===== src/rtl/nbout_psum_ctrl.sv =====
// NBout-side partial-sum sequencer for the NFU-2 stage: per output group it reads
// the stored partial sums, loads them into NFU-2, accumulates P passes and writes back.
module nbout_psum_ctrl #(
    parameter int BIT_WIDTH  = 16,
    parameter int G          = 4,
    parameter int ADDR_WIDTH = 6,
    parameter int PASS_WIDTH = 8
) (
    input  logic                    clk,
    input  logic                    rst,
    input  logic                    i_start,
    input  logic                    i_first,
    input  logic [ADDR_WIDTH-1:0]   i_base_addr,
    input  logic [ADDR_WIDTH:0]     i_num_groups,
    input  logic [PASS_WIDTH-1:0]   i_num_passes,
    output logic                    o_busy,
    output logic                    o_done,
    output logic                    o_nb_rd_en,
    output logic [ADDR_WIDTH-1:0]   o_nb_rd_addr,
    input  logic [G*BIT_WIDTH-1:0]  i_nb_rd_data,
    output logic [G*BIT_WIDTH-1:0]  o_partial_sum,
    output logic                    o_load_partial_sum,
    output logic                    o_acc_en,
    input  logic [G*BIT_WIDTH-1:0]  i_nfu_output,
    output logic                    o_nb_wr_en,
    output logic [ADDR_WIDTH-1:0]   o_nb_wr_addr,
    output logic [G*BIT_WIDTH-1:0]  o_nb_wr_data
);

    typedef enum logic [2:0] {
        S_IDLE = 3'd0,
        S_RD   = 3'd1,
        S_LOAD = 3'd2,
        S_ACC  = 3'd3,
        S_WB   = 3'd4,
        S_DONE = 3'd5
    } state_t;

    state_t                  r_state;
    state_t                  w_next;
    logic                    r_first;
    logic [ADDR_WIDTH-1:0]   r_base_addr;
    logic [ADDR_WIDTH:0]     r_num_groups;
    logic [PASS_WIDTH-1:0]   r_num_passes;
    logic [ADDR_WIDTH:0]     r_group_idx;
    logic [PASS_WIDTH-1:0]   r_pass_cnt;

    logic [ADDR_WIDTH:0]     w_group_nxt;
    logic [ADDR_WIDTH-1:0]   w_addr;
    logic                    w_last_pass;

    assign w_group_nxt = r_group_idx + {{ADDR_WIDTH{1'b0}}, 1'b1};
    // Group address wraps silently at the top of NBout.
    assign w_addr      = r_base_addr + r_group_idx[ADDR_WIDTH-1:0];
    assign w_last_pass = (r_pass_cnt == (r_num_passes - PASS_WIDTH'(1)));

    // State register
    always_ff @(posedge clk) begin
        if (rst) begin
            r_state <= S_IDLE;
        end else begin
            r_state <= w_next;
        end
    end

    // Job parameter latches and group/pass counters
    always_ff @(posedge clk) begin
        if (rst) begin
            r_first      <= 1'b0;
            r_base_addr  <= '0;
            r_num_groups <= '0;
            r_num_passes <= '0;
            r_group_idx  <= '0;
            r_pass_cnt   <= '0;
        end else begin
            case (r_state)
                S_IDLE: begin
                    if (i_start) begin
                        r_first      <= i_first;
                        r_base_addr  <= i_base_addr;
                        r_num_groups <= i_num_groups;
                        r_num_passes <= i_num_passes;
                        r_group_idx  <= '0;
                    end
                end
                S_LOAD:  r_pass_cnt  <= '0;
                S_ACC:   r_pass_cnt  <= r_pass_cnt + PASS_WIDTH'(1);
                S_WB:    r_group_idx <= w_group_nxt;
                default: r_pass_cnt  <= r_pass_cnt;
            endcase
        end
    end

    // Next-state decode
    always_comb begin
        w_next = r_state;
        case (r_state)
            S_IDLE: begin
                if (i_start) begin
                    w_next = (i_num_groups == '0) ? S_DONE : S_RD;
                end else begin
                    w_next = S_IDLE;
                end
            end
            S_RD:   w_next = S_LOAD;
            S_LOAD: w_next = (r_num_passes == '0) ? S_WB : S_ACC;
            S_ACC:  w_next = w_last_pass ? S_WB : S_ACC;
            S_WB:   w_next = (w_group_nxt < r_num_groups) ? S_RD : S_DONE;
            S_DONE: w_next = S_IDLE;
            default: w_next = S_IDLE;
        endcase
    end

    // Output decode from registered state
    always_comb begin
        o_busy             = (r_state != S_IDLE);
        o_done             = 1'b0;
        o_nb_rd_en         = 1'b0;
        o_nb_rd_addr       = '0;
        o_partial_sum      = '0;
        o_load_partial_sum = 1'b0;
        o_acc_en           = 1'b0;
        o_nb_wr_en         = 1'b0;
        o_nb_wr_addr       = '0;
        o_nb_wr_data       = '0;
        case (r_state)
            S_RD: begin
                o_nb_rd_en   = ~r_first;
                o_nb_rd_addr = w_addr;
            end
            S_LOAD: begin
                o_load_partial_sum = 1'b1;
                o_partial_sum      = r_first ? '0 : i_nb_rd_data;
            end
            S_ACC:  o_acc_en = 1'b1;
            S_WB: begin
                o_nb_wr_en   = 1'b1;
                o_nb_wr_addr = w_addr;
                o_nb_wr_data = i_nfu_output;
            end
            S_DONE: o_done = 1'b1;
            default: o_busy = (r_state != S_IDLE);
        endcase
    end

endmodule


===== config.mk =====
export PLATFORM = sky130hd
export DESIGN_NAME = nbout_psum_ctrl
export DESIGN_NICKNAME = d
export VERILOG_FILES = /design/src/rtl/nbout_psum_ctrl.sv
export SDC_FILE = /design/constraint.sdc
export NUM_CORES = 1
export LEC_CHECK = 0
export BUFFER_PORTS_ARGS = -buffer_cell sky130_fd_sc_hd__buf_4
export CAP_MARGIN = 30
export CORE_AREA = 2 2 117 119
export DETAILED_ROUTE_END_ITERATION = 16
export DIE_AREA = 0 0 119 121
export SLEW_MARGIN = 20
export SYNTH_ARGS = -nofsm -noshare
export SYNTH_HDL_FRONTEND = slang
export SYNTH_SLANG_ARGS = --single-unit
export TNS_END_PERCENT = 30

===== constraint.sdc =====
create_clock -name clk -period 2.25 [get_ports clk]
set_clock_uncertainty 0.1 [all_clocks]
set_input_delay 0.45 -clock clk [delete_from_list [all_inputs] [get_ports clk]]
set_output_delay 0.45 -clock clk [all_outputs]
set_load 0.01 [all_outputs]

==> metrics.csv <==
stage,metric,value,unit
detailed_routing,average routed wire per standard cell,18.5,um
detailed_routing,first-pass iteration count of the detailed router,4,
sta,final-report hold violation count,0,
detailed_routing,count of antenna-violating nets left after detailed routing,0,
grt,first-pass GRT wire length,24.3,mm
synthesis,warnings from Yosys,0,
clock_tree,"buffers from clock root to sink, at most",2,
floorplan,IO Pins,299,
worst_setup_path,element type at the critical path end,output port,
synthesis,number of enable flip-flop cells after synthesis,0,
floorplan,die area,14400,um^2
detailed_routing,total detailed-routing wirelength,17.2,mm
final_layout,# nets final,918,
clock_tree,clock buffers created by TritonCTS,5,
synthesis,number of standard cells after synthesis,459,
detailed_routing,Remaining DRCs,0,
synthesis,post-synthesis cell area,3270,um^2
worst_setup_path,startpoint-to-endpoint class of the critical path,reg -> out,
detailed_routing,mean number of vias per cell,4.68,
placed_design,total instance count after detailed placement,915,
worst_setup_path,Max Fanout on Critical Path,2,
power,Static Leakage,0.00331,uW
floorplan,x dimension of the die,119,um
final_layout,area taken by flip-flops and latches,811,um^2
synthesis,mean cell area of the mapped netlist,7.12,um^2
synthesis,"Net Count, Synth",628,
floorplan,Initial Util,25.0,%
clock_tree,CTS Root Buffer Type,clkbuf_16,
placed_design,final RePlAce weighted congestion,0.917,
final_layout,number of standard cells in the final layout excluding fillers,928,
final_layout,layout overhead on the synthesized area,85.7,%
grt,initial antenna violation count,3,
placed_design,Worst Setup Slack post-DPL,-48.2,ps
synthesis,most frequent cells after synthesis,"and3_1, and2_1, nand2_1",
synthesis,leading area contributor after synthesis,dfxtp_1,
sta,Max Clk Rate,418,MHz
run_status,violated checks,negative setup slack,
worst_setup_path,cell count of the worst reg-to-reg path,10,
grt,met1 Track Usage GR,24.7,%
placed_design,quantity of I/O buffers inserted on ports,298,
run,maxcap violations,0,
clock_tree,TritonCTS clock tree,yes,
final_layout,layout cells sized above 1,48.0,%
clock_tree,number of levels in the clock H-tree,2,
sta,setup repair after global routing missed its margin,true,
grt,met2 Track Usage GR,38.3,%
power,peak ir drop on the vdd network,0.280,mV
grt,met3 GRT Util,9.63,%
detailed_routing,Iteration-0 DRC Markers,176,
grt,Total GRT Usage,22.1,%
worst_hold_path,hold worst-path end,r_base_addr[1]$_SDFFE_PP0P_,
grt,most congested layer reported by global routing,met2,
synthesis,top area cells in the synthesized netlist,"dfxtp_1, and3_1, and2_1",
clock_tree,hold buffer count at cts,0,
worst_setup_path,Worst Path Required,1700,ps
sta,Relative slew margins,65.3,%
grt,pin count of the biggest net entering global routing,67,
sta,slew at the pin with the worst max-slew slack,518,ps
clock_tree,clock transition time at the flip-flop clock pins of the worst setup and hold paths,60,ps
worst_hold_path,number of cells traversed by the worst hold path,3,
detailed_routing,overall via count from detail_route,4343,
run_status,outcome,finished with violations,
final_layout,number of fill cells in the layout,1311,
synthesis,share of synthesized area occupied by flip-flops and latches,24.5,%
synthesis,primary flip-flop cell chosen by synthesis mapping,dfxtp_1,
sta,post-layout min period,2390,ps
sta,Max Transition Viols Final,0,
grt,gr ovfl total,0,
floorplan,die span in y,121,um
worst_setup_path,end of the worst register-to-register path,r_state[2]$_SDFF_PP0_,
placed_design,total half-perimeter wirelength after legalization and detailed placement,14.1,mm
synthesis,unique cell type count in the Yosys netlist,49,
sta,setup violation total in the final timing report,9,
power,total power divided by cell area,500,nW/um^2
synthesis,#FFs+latches synth,40,
worst_setup_path,critical path data arrival time,1840,ps
worst_hold_path,class of the most critical hold timing path,in -> reg,
grt,via count of the first global-routing pass,4149,
worst_setup_path,Worst R2R Start,r_group_idx[0]$_SDFFE_PP0P_,
sta,post-route clock period utilization,106,%
floorplan,number of standard-cell rows in the floorplan,42,
synthesis,dominant cell by count in the synthesized netlist,and3_1,
worst_hold_path,Worst Hold Launch,i_base_addr[1],
final_layout,area of combinational cells with multiple inputs,2330,um^2
synthesis,area share of the largest cell type after synthesis,24.5,%
worst_setup_path,"setup slack, reg-to-reg",-40,ps
clock_tree,Clock Sinks,40,
clock_tree,"Clk Latency, worst-skew pair",280,ps
synthesis,Async SR Flop Fraction,0,%
sta,final critical-path setup slack,-140,ps
worst_setup_path,category of the worst setup path launch point,register,
floorplan,area inside the core boundary,13100,um^2
[power by group]
group / internal, uW / switching, uW
Combinational: 574 / 598
Sequential: 759 / 59.1
Clock: 748 / 294
[through the flow]
step	total power [uW]	setup TNS, ps	instance area (um^2)	util (%)	hold WS (ps)
after detailed placement	1980	-48.2	5750	43.9	357
after CTS	3030	-644	6020	46.0	313
after global placement	1960	0	5750	43.9	350
after floorplan	1370	0	3270	-	336
final	3030	-643	6070	46.4	309
after global routing	3170	-1530	6070	46.4	321
[critical path: stages (launching register included)]
cell and delay [ps]:
dfxtp_4 350, ha_4 160, fa_2 340, a21oi_2 120, nor2_1 50, nor2_1 110
xor2_1 210, nor2_1 60, buf_4 150
[flip-flops by register name (all words and copies together) (netlist names)]
| signal | count |
|---|---|
| r_first | 1 |
| r_num_passes | 8 |
| r_num_groups | 7 |
| r_base_addr | 6 |
| r_group_idx | 7 |
| r_pass_cnt | 8 |
| r_state | 3 |
[kinds of logic after synthesis]
kind of cell | share of synthesized area (%)
multiplexers | 0.613
XOR/XNOR | 6.97
AND/OR/NAND/NOR | 44.4
buffers and inverters | 6.51
adder cells (fa/ha/maj) | 6.36
flip-flops | 24.5
AO/OA/AOI/OAI | 10.6
[worst max path at each step]
stage / endpoint / start / depth (start not counted) / slack [ps]
2_1_floorplan: r_state[2]$_SDFF_PP0_ / r_num_passes[0]$_SDFFE_PP0P_ / 7 / 50
3_3_place_gp: r_state[2]$_SDFF_PP0_ / r_group_idx[1]$_SDFFE_PP0P_ / 9 / 20
3_5_place_dp: r_state[2]$_SDFF_PP0_ / r_group_idx[1]$_SDFFE_PP0P_ / 10 / -50
4_1_cts: o_nb_rd_addr[4] / r_group_idx[0]$_SDFFE_PP0P_ / 8 / -170
5_1_grt: o_nb_rd_addr[4] / r_group_idx[0]$_SDFFE_PP0P_ / 8 / -240
6_report: o_nb_rd_addr[4] / r_group_idx[0]$_SDFFE_PP0P_ / 8 / -140
[area by class of cell]
type / count / area share [%]
Clock inverter: 3 / 1.48
Sequential cell: 40 / 13.4
Antenna cell: 2 / 0.0825
Clock buffer: 5 / 2.06
Inverter: 13 / 0.804
Tap cell: 176 / 3.63
Multi-Input combinational cell: 368 / 38.4
Timing Repair Buffer: 321 / 40.2
[routing by layer]
layer  share of wire [%]  vias to the layer above
li1                    -                     2120
met2                  49                      213
met5                   0                        -
met3                  11                       20
met4                 2.5                        0
met1                  37                     1990
[placed cells by master (no fill, tap or decap), types with 4 or more instances in the layout]
master	netlist	final
and2_4	0	4
buf_4	1	319
xor2_1	12	12
nand3_1	10	9
a21o_1	4	4
nand2_1	57	56
ha_1	15	13
dfxtp_2	0	5
nor3_1	7	6
xnor2_1	14	13
inv_1	11	11
dfxtp_1	40	34
nor2_1	32	31
clkbuf_16	0	6
and3_1	70	70
and2_1	69	65
a21oi_1	35	33
[repair_timing]
item	CTS	global route
pin swaps	5	4
hold endpoints to repair	0	0
cloned	0	0
setup endpoints to repair	10	26
gates resized for setup	13	10
setup buffers	3	0
Note: power is estimated with default switching activity, not from simulation.
